**config.mk**
```make
export PLATFORM = sky130hd
export DESIGN_NAME = mod_down_counter
export DESIGN_NICKNAME = d
export VERILOG_FILES = /design/src/rtl/mod_down_counter.sv
export SDC_FILE = /design/constraint.sdc
export NUM_CORES = 1
export LEC_CHECK = 0
export ABC_AREA = 1
export CORE_AREA = 2 2 39 41
export CTS_CLUSTER_DIAMETER = 120
export DETAILED_ROUTE_END_ITERATION = 7
export DIE_AREA = 0 0 41 43
export SETUP_SLACK_MARGIN = 0.5
export SLEW_MARGIN = 20
export SYNTH_ARGS = -nofsm -noshare
export SYNTH_HDL_FRONTEND = slang
export SYNTH_SLANG_ARGS = --single-unit
```
**constraint.sdc**
```tcl
create_clock -name clock -period 1.25 [get_ports clock]
set_clock_uncertainty 0.2 [all_clocks]
set_input_delay 0.25 -clock clock [delete_from_list [all_inputs] [get_ports clock]]
set_output_delay 0.25 -clock clock [all_outputs]
set_load 0.05 [all_outputs]
```
**src/rtl/mod_down_counter.sv**
```systemverilog
// mod_down_counter: modulo-MOD down-counter with borrow pulse and a
// 50%-duty divided output that toggles on every wrap from 0 back to MOD-1.
// A synchronous load presets the count and takes priority over enable.
// Out-of-range preset values saturate to MOD-1.
//
// Optional feature macro: MOD_DOWN_ONESHOT_EN
//   When defined, adds input 'oneshot'. With oneshot=1 the counter parks
//   at 0 instead of wrapping. Only load or rst restarts it.
module mod_down_counter #(
  parameter int MOD   = 6,
  parameter int WIDTH = 3
) (
  input  logic             clock,
  input  logic             rst,
`ifdef MOD_DOWN_ONESHOT_EN
  input  logic             oneshot,
`endif
  input  logic             enable,
  input  logic             load,
  input  logic [WIDTH-1:0] loadVal,
  output logic [WIDTH-1:0] out,
  output logic             borrow,
  output logic             mainOut
);

  // Wrap target. The modulus is widened by one bit so that MOD == 2^WIDTH
  // still compares correctly against a WIDTH-bit preset value.
  localparam logic [WIDTH-1:0] TOP     = WIDTH'(MOD - 1);
  localparam logic [WIDTH:0]   MOD_EXT = (WIDTH + 1)'(MOD);

  logic [WIDTH-1:0] count_q, count_d;
  logic             borrow_q, borrow_d;
  logic             main_q, main_d;
  logic             wrap_allowed;

  // Decide whether reaching zero may wrap (oneshot parks the count at zero).
  always_comb begin
`ifdef MOD_DOWN_ONESHOT_EN
    wrap_allowed = ~oneshot;
`else
    wrap_allowed = 1'b1;
`endif
  end

  // Next-state logic: load > enable > hold.
  always_comb begin
    // NOTE: every output of this block gets a default first, so no path can
    // leave a signal unassigned and infer a latch.
    count_d  = count_q;
    borrow_d = 1'b0;
    main_d   = main_q;
    if (load) begin
      count_d = ({1'b0, loadVal} >= MOD_EXT) ? TOP : loadVal;
    end else if (enable) begin
      if (count_q == '0) begin
        if (wrap_allowed) begin
          count_d  = TOP;
          borrow_d = 1'b1;
          main_d   = ~main_q;
        end
      end else begin
        count_d = count_q - 1'b1;
      end
    end
  end

  // State registers with asynchronous active-high reset.
  always_ff @(posedge clock or posedge rst) begin
    // NOTE: non-blocking assignments so every register samples the
    // pre-edge values of the others, regardless of statement order.
    if (rst) begin
      count_q  <= TOP;
      borrow_q <= 1'b0;
      main_q   <= 1'b0;
    end else begin
      count_q  <= count_d;
      borrow_q <= borrow_d;
      main_q   <= main_d;
    end
  end

  assign out     = count_q;
  assign borrow  = borrow_q;
  assign mainOut = main_q;

endmodule

```
==> run metrics <==
outcome finished, violations left; failing checks setup timing; pwr/cell area between 1000 and 1500 mW/mm²; fill count 145; RePlAce Congestion 0.784; post-route ant nets 0; ant diodes 0; worst-margin pin slew 0.244 ns; Synth Cell Area 287 µm²; CTS max path bufs 2; worst endpoint required time 0.80 ns; H-tree depth 1; Netlist cell types 15; Worst EP arrival 1.02 ns; worst hold path type input port to asynchronous set/reset pin; top cell type's share of synthesized area 26.2%; Top Ports 12; post-place setup slack -0.225 ns; number of flops mapped to enable cells by yosys 0; largest net degree at the start of global routing 7; drt first pass iters 4; Mapped Cells 37; RSZ-0062 raised after global routing yes; post-route setup slack -0.216 ns; maximum fanout along the worst path 2; Critical Path Source Type flip-flop; largest family of logic cells by synthesized area simple AND/OR/NAND/NOR gates; vias per cell between 4 and 5; endpoints failing setup 9; commonest cells in the netlist nand2_1 (13), inv_1 (5), dfrtp_1 (3); CORE AREA 0.00138 mm²; die height between 40 and 50 µm; Leakage approximately 0.00030 µW; Via Count ~330; CTS Buf Count 3; initial antenna violation count 0; xor/xnor cell area share of the yosys netlist 0%; Crit Path Class flip-flop to primary output; hpwl dp 515 µm; Max Cap Viol 0; Tmin final 1.47 ns; Initial DRC Count 10; adder-cell area share of the yosys netlist 4.37%; Die W 41 µm; mux cell area share after synthesis 0%; Inst Count DP 69; dominant synthesized flop cell dfrtp_1; cell depth of the worst flop-to-flop path 7; layout cells sized above 1 57.8%; Setup crit end kind primary output; ys async rst share 100%; Initial Utilization approximately 21%; DRC violation count after routing 0; total track usage approximately an eighth; Yosys top cell by area dfrtp_1; final period utilization 117%; sequential share of the synthesized area 44.5%; Final Max Slew Viols 0; vias in the first global route 310; CTS tree done; Synth area leaders dfrtp_1 (26%), dfstp_2 (18%), nand2_1 (17%), inv_1 (6.6%), ha_1 (4.4%); Layout Cells excl Fill 80; syn nets 45; Max Clk Rate 682 MHz; input/output buffers 11; first-pass GRT wire length 1260 µm; FF-to-FF Start out[0]$_DFFE_PP1P_; syn avg cell area 7.74 µm²; GR Overflow Total 0; clk sink count 5; Max IR drop VDD ~0.39 mV; row cnt 14; die area 0.00176 mm²; Synth Area in Simple Gates between 30% and 40%; area grow syn2layout 114%; Worst Setup SP out[0]$_DFFE_PP1P_; Yosys Warn Count 0; FF+latch count, synth 5; final WL 712 µm; WL per Instance 8.90 µm; reg2reg setup slack -0.12 ns; root buffer cell clkbuf_4; most numerous cell in the Yosys netlist nand2_1; relative slew slack 83.7%; nets between 70 and 80; clock slew at reported path FFs ~0.04 ns; compound-cell area share of the yosys netlist 6.11%; final hold violation count 0; Clock Latency Late Sink 0.24 ns
[final cells by class]
type	count	area (µm²)	area share (%)
Timing Repair Buffer	23	264	43.1
Multi-Input combinational cell	25	144	23.5
Clock buffer	4	26.3	4.29
Sequential cell	5	131	21.5
Inverter	7	26.3	4.29
Tap cell	16	20.0	3.27
[cell families (layout without fill, tap and decap cells)]
kind of cell	count (synthesis)	in the layout
adder cells (fa/ha/maj)	1	1
AND/OR/NAND/NOR	21	21
buffers and inverters	7	34
AO/OA/AOI/OAI	3	3
flip-flops	5	5
[where the power goes]
part / switching (µW) / total, µW / internal [µW] / leakage [µW]
registers: 25.9 / 227 / 202 / 0.0000556
logic: 205 / 439 / 234 / 0.000229
clock network: 68.2 / 189 / 121 / 0.0000150
total: 299 / 855 / 556 / 0.000299
[state kept, by name, summed over array words and instances (netlist names)]
signal,flops
mainOut,1
borrow,1
out,3
[final timing paths]
check / end
worst max register to register: out[0]$_DFFE_PP1P_
worst min register to register: out[1]$_DFFE_PP0P_
worst max-delay path: out[0]
max in group asynchronous: out[2]$_DFFE_PP1P_
min in group clock: out[2]$_DFFE_PP1P_
worst min-delay path: borrow$_DFF_PP0_
[metal layers]
| layer | vias up | track usage [%] | wire [µm] |
|---|---|---|---|
| met5 | - | 0 | 0 |
| met4 | 0 | 14.0 | 15 |
| met3 | 2 | 3.14 | 54 |
| met2 | 17 | 15.0 | 367 |
| met1 | 142 | 13.6 | 274 |
| li1 | 168 | - | - |
[what timing repair did]
action / in CTS / in global routing
setup endpoints to repair: 10 / 10
hold buffers: 0 / 0
pin swaps: 1 / 1
buffers inserted: 6 / 1
gates resized for setup: 6 / 1
[layout by cell type, fill, tap and decap left out]
cell type        netlist  final
a21oi_2                0      1
buf_12                 0      5
buf_4                  0      8
buf_6                  0      4
clkbuf_1               0      1
clkbuf_4               0      3
clkdlybuf4s50_1        0      5
dfrtp_2                0      3
dfstp_2                2      2
dlygate4sd2_1          0      1
ha_2                   0      1
inv_1                  5      3
inv_2                  2      4
nand2_1               13     12
nand2_2                1      2
nand2_4                1      1
nand3_1                2      2
nand4_2                1      1
nor2_1                 2      1
nor2_2                 1      2
o211ai_1               1      1
o21ai_0                1      1
[worst max-delay path: stages (launching register included)]
cell     delay [ns]
dfstp_2        0.54
buf_6          0.11
buf_12         0.12
[per-stage QoR]
step / hold WS (ns) / area [µm²] / TNS [ns] / total power (µW) / utilization, %
floorplan: -0.173 / 295 / -0.724 / 399 / -
global placement: 0.268 / 513 / -0.892 / 589 / 37.1
detailed placement: 0.267 / 513 / -0.943 / 596 / 37.1
CTS: 0.00806 / 601 / -0.933 / 861 / 43.4
global route: 0.0194 / 612 / -1.36 / 915 / 44.2
finish: 0.00630 / 612 / -0.937 / 855 / 44.2
No activity file was read; power rests on OpenSTA's default activity.
